## src/rtl/riscv_fetch_queue.sv

```systemverilog
// In-order instruction fetch with a DEPTH-entry PC/instruction queue and redirect flush.
// Optional FETCH_MISALIGN_CHECK_EN: flag misaligned redirect targets and stall fetch until an aligned one.
module riscv_fetch_queue #(
    parameter int              XLEN     = 32,
    parameter int              DEPTH    = 4,
    parameter logic [XLEN-1:0] RESET_PC = '0
) (
    input  logic            clk,
    input  logic            rst_n,
    output logic            imem_req,
    output logic [XLEN-1:0] imem_addr,
    input  logic            imem_gnt,
    input  logic            imem_rvalid,
    input  logic [31:0]     imem_rdata,
    input  logic            redirect_valid,
    input  logic [XLEN-1:0] redirect_pc,
    output logic            if_valid,
    output logic [31:0]     if_inst,
    output logic [XLEN-1:0] if_pc,
    input  logic            id_ready,
    output logic            fetch_misaligned
);
    localparam int PW = (DEPTH > 1) ? $clog2(DEPTH) : 1;
    localparam int CW = $clog2(DEPTH) + 1;
    localparam logic [CW:0] DEPTH_C = (CW + 1)'(DEPTH);

    logic            started_q, started_d;
    logic [XLEN-1:0] fetch_pc_q, fetch_pc_d;
    logic [XLEN-1:0] rsp_pc_q, rsp_pc_d;
    logic [CW-1:0]   occ_q, occ_d;
    logic [CW-1:0]   out_q, out_d;
    logic [CW-1:0]   discard_q, discard_d;
    logic [PW-1:0]   rd_ptr_q, rd_ptr_d;
    logic [PW-1:0]   wr_ptr_q, wr_ptr_d;
    logic            misaligned_q;

    logic [XLEN-1:0] pc_mem_q   [DEPTH];
    logic [31:0]     inst_mem_q [DEPTH];

    logic            credit_ok;
    logic            fire;
    logic            push;
    logic            pop;
    logic [XLEN-1:0] redirect_tgt;

    // Queue occupancy plus words in flight may never exceed the queue size.
    assign credit_ok    = ({1'b0, occ_q} + {1'b0, out_q}) < DEPTH_C;
    assign redirect_tgt = redirect_pc & ~XLEN'(3);

    assign imem_req         = started_q & ~redirect_valid & ~misaligned_q & credit_ok;
    assign imem_addr        = fetch_pc_q;
    assign fire             = imem_req & imem_gnt;
    assign if_valid         = (occ_q != '0) & ~redirect_valid;
    assign if_inst          = inst_mem_q[rd_ptr_q];
    assign if_pc            = pc_mem_q[rd_ptr_q];
    assign pop              = if_valid & id_ready;
    assign push             = imem_rvalid & ~redirect_valid & (discard_q == '0);
    assign fetch_misaligned = misaligned_q;

`ifdef FETCH_MISALIGN_CHECK_EN
    logic misaligned_d;

    always_comb begin
        misaligned_d = misaligned_q;
        if (redirect_valid) begin
            misaligned_d = (redirect_pc[1:0] != 2'b00);
        end
    end

    always_ff @(posedge clk or negedge rst_n) begin
        if (!rst_n) begin
            misaligned_q <= 1'b0;
        end else begin
            misaligned_q <= misaligned_d;
        end
    end
`else
    assign misaligned_q = 1'b0;
`endif

    always_comb begin
        started_d  = 1'b1;
        fetch_pc_d = fetch_pc_q;
        rsp_pc_d   = rsp_pc_q;
        occ_d      = occ_q;
        discard_d  = discard_q;
        rd_ptr_d   = rd_ptr_q;
        wr_ptr_d   = wr_ptr_q;
        out_d      = out_q + CW'(fire) - CW'(imem_rvalid);

        if (redirect_valid) begin
            // Everything still in flight is stale, except a word landing right now, which is dropped here.
            fetch_pc_d = redirect_tgt;
            rsp_pc_d   = redirect_tgt;
            occ_d      = '0;
            rd_ptr_d   = '0;
            wr_ptr_d   = '0;
            discard_d  = out_q - CW'(imem_rvalid);
        end else begin
            if (fire) begin
                fetch_pc_d = fetch_pc_q + XLEN'(4);
            end
            if (imem_rvalid && discard_q != '0) begin
                discard_d = discard_q - CW'(1);
            end
            if (push) begin
                rsp_pc_d = rsp_pc_q + XLEN'(4);
                wr_ptr_d = wr_ptr_q + PW'(1);
            end
            if (pop) begin
                rd_ptr_d = rd_ptr_q + PW'(1);
            end
            occ_d = occ_q + CW'(push) - CW'(pop);
        end
    end

    always_ff @(posedge clk or negedge rst_n) begin
        if (!rst_n) begin
            started_q  <= 1'b0;
            fetch_pc_q <= RESET_PC;
            rsp_pc_q   <= RESET_PC;
            occ_q      <= '0;
            out_q      <= '0;
            discard_q  <= '0;
            rd_ptr_q   <= '0;
            wr_ptr_q   <= '0;
        end else begin
            started_q  <= started_d;
            fetch_pc_q <= fetch_pc_d;
            rsp_pc_q   <= rsp_pc_d;
            occ_q      <= occ_d;
            out_q      <= out_d;
            discard_q  <= discard_d;
            rd_ptr_q   <= rd_ptr_d;
            wr_ptr_q   <= wr_ptr_d;
        end
    end

    always_ff @(posedge clk or negedge rst_n) begin
        if (!rst_n) begin
            for (int i = 0; i < DEPTH; i++) begin
                pc_mem_q[i]   <= '0;
                inst_mem_q[i] <= '0;
            end
        end else if (push) begin
            pc_mem_q[wr_ptr_q]   <= rsp_pc_q;
            inst_mem_q[wr_ptr_q] <= imem_rdata;
        end
    end

    // A response with nothing outstanding means the memory side broke the protocol.
    always_ff @(posedge clk) begin
        if (rst_n) begin
            assert (!(imem_rvalid && out_q == '0));
        end
    end

endmodule

```

## config.mk

```make
export PLATFORM = sky130hd
export DESIGN_NAME = riscv_fetch_queue
export DESIGN_NICKNAME = d
export VERILOG_FILES = /design/src/rtl/riscv_fetch_queue.sv
export SDC_FILE = /design/constraint.sdc
export NUM_CORES = 1
export LEC_CHECK = 0
export ABC_CLOCK_PERIOD_IN_PS = 3200
export BUFFER_PORTS_ARGS = -buffer_cell sky130_fd_sc_hd__clkbuf_2
export CAP_MARGIN = 20
export CORE_ASPECT_RATIO = 1.2
export CORE_MARGIN = 3
export CORE_UTILIZATION = 30
export CTS_CLUSTER_SIZE = 25
export DETAILED_ROUTE_END_ITERATION = 8
export SLEW_MARGIN = 0
export SYNTH_ARGS = -nofsm -noshare
export SYNTH_HDL_FRONTEND = slang
export SYNTH_SLANG_ARGS = --single-unit
```

## constraint.sdc

```tcl
create_clock -name clk -period 3.2 [get_ports clk]
set_input_delay 0 -clock clk [delete_from_list [all_inputs] [get_ports clk]]
set_output_delay 0 -clock clk [all_outputs]
set_load 0.03 [all_outputs]
```

### Word level (Yosys, flattened, before mapping)

Index checks and enable logic that the tools add are counted.

* add/sub/neg operators: 11
* multipliers: 0
* div/mod/pow operators: 0
* magnitude comparators: 4
* eq/ne operators: 0
* shift-type cells: 0
* multiplexer cells: 21
* bitwise gates (word level): 10
* reductions and logical operators: 9

Operator list (number)
* 32-bit two-way mux: 9
* 128-bit bitwise mux: 2
* 32-bit binary-select mux with 2-bit select: 2
* 32-bit by 3-bit adder with 32-bit output, second input constant: 2
* 32-bit demux with 2-bit select: 1
* 3-bit two-way mux: 3
* 3-bit by 1-bit subtractor with 3-bit output: 3
* 2-bit two-way mux: 4
* 2-bit nonzero test: 4
* 1-bit AND: 7
* 3-bit by 1-bit adder with 3-bit output: 2
* 3-bit greater-or-equal comparator, second input constant: 2
* 2-bit NOT with 3-bit output: 2
* 3-bit nonzero test: 2
* 2-bit by 1-bit adder with 2-bit output, second input constant: 2
* 3-bit by 3-bit adder with 4-bit output: 1
* 4-bit by 3-bit less-than comparator with 1-bit output, second input constant: 1
* 3-bit logical NOT: 1
* 3-bit by 1-bit less-than comparator with 1-bit output, second input constant: 1
* 3-bit by 1-bit subtractor with 3-bit output, second input constant: 1
* 1-bit logical AND: 2
* 1-bit NOT: 1

* register bits after elaboration: 334
* bits in latches: 0
* bits in writable memories: 0
* memory bits (read-only): 0
* output and inout port bits: 99
* memories kept: 0

### Longest topological paths before layout

* depth in word-level cells: 6
* gate-level depth with buffers: 13
* gate-level depth less buffers: 12

### Worst setup path after synthesis

No wires, ideal clock.

* path kind: flip-flop to flip-flop
* from: register occ_q[2]
* to: register out_q[2]
* setup time: 0.123 ns
* arrival: 2.706 ns
* path slack: 0.371 ns
* cell stages (with the launch flop): 14
* path buffers: 3
* cell sequence: dfrtp_1 > ha_1 > nor4b_1 > and4_1 > buf_2 > inv_1 > buf_2 > buf_1 > ha_1 > inv_1 > ha_1 > inv_1 > fa_1 > xnor2_1

* longest elaborated chain between the ends: 6

RTL lines
* start: declaration: RTL line 30 `logic [CW-1:0] occ_q, occ_d;`
* start signal: assignment: RTL line 122 `occ_q <= '0;`
* start signal: assignment: RTL line 131 `occ_q <= occ_d;`
* 3-bit by 3-bit adder with 4-bit output: RTL line 47 `assign credit_ok = ({1'b0, occ_q} + {1'b0, out_q}) < DEPTH_C;`
* 4-bit by 3-bit less-than comparator with 1-bit output: RTL line 47
* 1-bit AND: RTL line 50 `assign imem_req = started_q & ~redirect_valid & ~misaligned_q & credit_ok;`
* 1-bit AND: RTL line 52 `assign fire = imem_req & imem_gnt;`
* 3-bit by 1-bit adder with 3-bit output: RTL line 89 `out_d = out_q + CW'(fire) - CW'(imem_rvalid);`
* 3-bit by 1-bit subtractor with 3-bit output: RTL line 89
* named net out_d[2]: RTL line 31 `logic [CW-1:0] out_q, out_d;`
* end signal: assignment: RTL line 132 `out_q <= out_d;`
* end: declaration: RTL line 31

The timed path passes the listed nets, and every way through them passes these cells.
A chain may end at the register's enable or synchronous reset.

### Final worst setup path

Ends and elaborated chain as after synthesis.

==> impl_metrics.yaml <==
run_status:
  status: "finished, final reports clean"
critical_path:
  criticalPathCategory: "flop to flop"
  reg2reg_from: "occ_q[2]"
  cp.required_ns: 3.63
  crit_buf_inv: 3
  startpoint_type: "flop"
  r2r_end: "out_q[2]"
  endpoint_kind: "flop"
  crit_slowest_cell: "dfrtp_1"
  reg2reg_depth: 10
  path_max_fanout: 3
  arrival_ns: 2.99
  regToRegSetupSlack_ns: 0.65
  path_cells: "ha_1, nor4b_1, and4_1, inv_1, ha_1, inv_1, ha_1, inv_1, fa_1, xnor2_1"
  crit_family: "adder cells"
  critical-path-max-stage-delay_ns: 0.41
run:
  drv_cap: 0
yosys:
  async_reset_ff_share_pct: 100
  ys_warn_count: 0
  synth_top_area_share_pct: 53.7
  synth.ff_latch_count: 322
  netlist-cell-type-count: 56
  avgSynthCellArea_um2: 13.7
  synth-edff-count: 0
  synthFlopType: "dfrtp_1"
  synth_area_mm2: 0.0150
  synthTopCellsByArea: "dfrtp_1 (54%), mux2_2 (17%), mux4_2 (9.3%)"
  synth_sequential_area_ratio_pct: 53.7
  yosysTopAreaCell: "dfrtp_1"
  syn_inst: 1096
floorplanning:
  rows: 89
  fp.dieW_um: 210
  ios: 169
  start_util_pct: 30.4
  core_area_mm2: 0.0493
  die_area_mm2: 0.0527
  die_h_um: 251
routing:
  routed-via-count: 9798
  drt-initial-drc-count: 447
  drt_pre_antenna_iters: 4
  ant_nets: 0
  detail_route.vias_per_cell: 4.96
  wirelength_um: 37200
  drc: 0
  post_drt_wl_per_cell_um: 18.8
placed_design:
  gp_congestion: 0.810
  io_buffers: 161
  place_hpwl_um: 23900
timing:
  rsz0062_at_grt: "false"
  fin_skew_ns: 0.0104
  hold_viol_final: 0
  finalMaxSlewViolations: 0
  tns_ns: 0
  setup_viol: 0
  tightest_slew_ns: 0.822
  relSlewSlack_pct: 44.8
  min_period_ns: 2.55
  fin_crit_sh_pct: 79.8
  max_freq_mhz: 391
cts:
  ctsLongestPathBuffers: 3
  cts_hold_buf: 66
  postCtsSetupBuffers: 0
  cts.htree.levels: 2
  clkTransAtPathRegs_ns: 0.06
  clock_sinks: 322
  tritoncts: "done"
  numCtsBuffers: 38
  root_buffer: "clkbuf_16"
  cts.repair.resized: 0
  clk_latency_ns: 0.55
global_route:
  grt_pass1_wl_um: 59200
  grt_pass1_vias: 10400
  grt_max_degree: 94
  antenna_found_initial: 0
  grt_use_total_pct: 14.2
  grt_overflow_total: 0
power_and_ir_drop:
  p_per_area_mw_per_mm2: 765
  peakVddDrop_uv: 311
  leakage_nw: 8.60
finish:
  final_common_cell: "dfrtp_1"
  area_growth_pct: 23.6
  num_antenna_cells: 0
  final_cell_mix: "dfrtp_1 (320), mux2_2 (229), clkbuf_2 (160)"
  fillers: 4740
  nets: 1403
  fin_util_pct: 37.6
  drive_gt1_share_pct: 41.4
  multi_input_area_mm2: 0.00657
  regArea_mm2: 0.00806
worst_hold_path:
  hold_path_class: "primary input to async pin"
[per-stage QoR]
step	power (mW)	hold WS, ns	cells	setup slack (ns)	cell area [µm²]
after floorplan	8.61	-0.296	1100	0.371	15000
after global placement	9.90	0.0957	1846	0.639	16700
after detailed placement	10.0	0.109	1846	0.618	16700
after CTS	14.5	0.108	1977	0.579	18500
after global routing	15.0	0.155	1977	0.516	18500
final	14.2	0.0662	1977	0.645	18500
[synthesized netlist by cell type (3+ instances only)]
library cell / count
nor3_1: 13
a31oi_1: 6
o21ai_0: 30
o311ai_0: 5
nand2_1: 68
or4_1: 4
inv_1: 20
a21oi_1: 7
xor2_1: 21
nor4_2: 6
or3_1: 3
nor4_1: 4
o211ai_1: 10
nand2b_1: 4
nor2_1: 24
buf_2: 15
mux4_2: 62
a21boi_0: 9
buf_4: 5
nand4_1: 18
nand3_1: 42
and3_1: 8
dfrtp_1: 322
mux2i_1: 9
xnor2_1: 21
o21ai_1: 4
buf_1: 11
and2_1: 3
and4_1: 3
mux2_1: 20
ha_1: 16
clkbuf_1: 42
clkbuf_2: 5
mux2_2: 229
[worst register-to-register path, stage by stage (launching register included)]
cell and delay (ns):
dfrtp_1 0.41, ha_1 0.30, nor4b_1 0.39, and4_1 0.28
inv_1 0.06, ha_1 0.27, inv_1 0.06, ha_1 0.13
inv_1 0.05, fa_1 0.37, xnor2_1 0.14
[registers in the layout, indices dropped and copies added (netlist names)]
signal / count
rd_ptr_q: 2
started_q: 1
discard_q: 3
occ_q: 3
inst_mem_q: 128
imem_addr: 30
pc_mem_q: 120
rsp_pc_q: 30
out_q: 3
wr_ptr_q: 2
[power by group]
group | switching, mW | internal (mW) | leakage (nW) | total [mW]
Clock | 1.75 | 2.50 | 0.599 | 4.25
Combinational | 2.49 | 1.94 | 3.77 | 4.43
Sequential | 0.619 | 4.89 | 4.24 | 5.51
Total | 4.86 | 9.32 | 8.60 | 14.2
[per-layer routing]
| layer | global-route usage, % | wire length (µm) |
|---|---|---|
| met1 | 19.0 | 16700 |
| met2 | 23.6 | 17900 |
| met3 | 2.63 | 1780 |
| met4 | 4.24 | 803 |
| met5 | 0 | 0 |
[cell families (layout without fill, tap and decap cells)]
family,after synthesis,after routing,share of synthesized area (%)
mux,320,320,28.6
flops,322,322,53.7
compound gates,80,80,3.37
buf+inv,99,339,2.82
xor+xnor,42,42,2.45
other cells,2,6,0.0500
fa+ha+maj,18,18,1.60
simple gates,213,213,7.42
[how the worst max path moves through the flow]
stage                startpoint   endpoint  slack [ns]  cells after the start
finish                 occ_q[2]   out_q[2]        0.65                     10
global placement       occ_q[2]   out_q[1]        0.64                     10
CTS                 rd_ptr_q[0]  if_pc[28]        0.58                      3
detailed placement     out_q[2]   out_q[1]        0.62                     10
floorplan              occ_q[2]   out_q[2]        0.37                     13
global route           out_q[2]   out_q[2]        0.52                     10
[cell type report]
class | count | share of cell area [%]
inverter | 20 | 0.405
tap | 637 | 4.30
clock inverter | 13 | 0.614
multi-input combinational | 679 | 35.4
clock buffer | 52 | 5.96
timing repair buffer | 254 | 9.80
sequential | 322 | 43.5
Power figures use the tool's default switching activity.
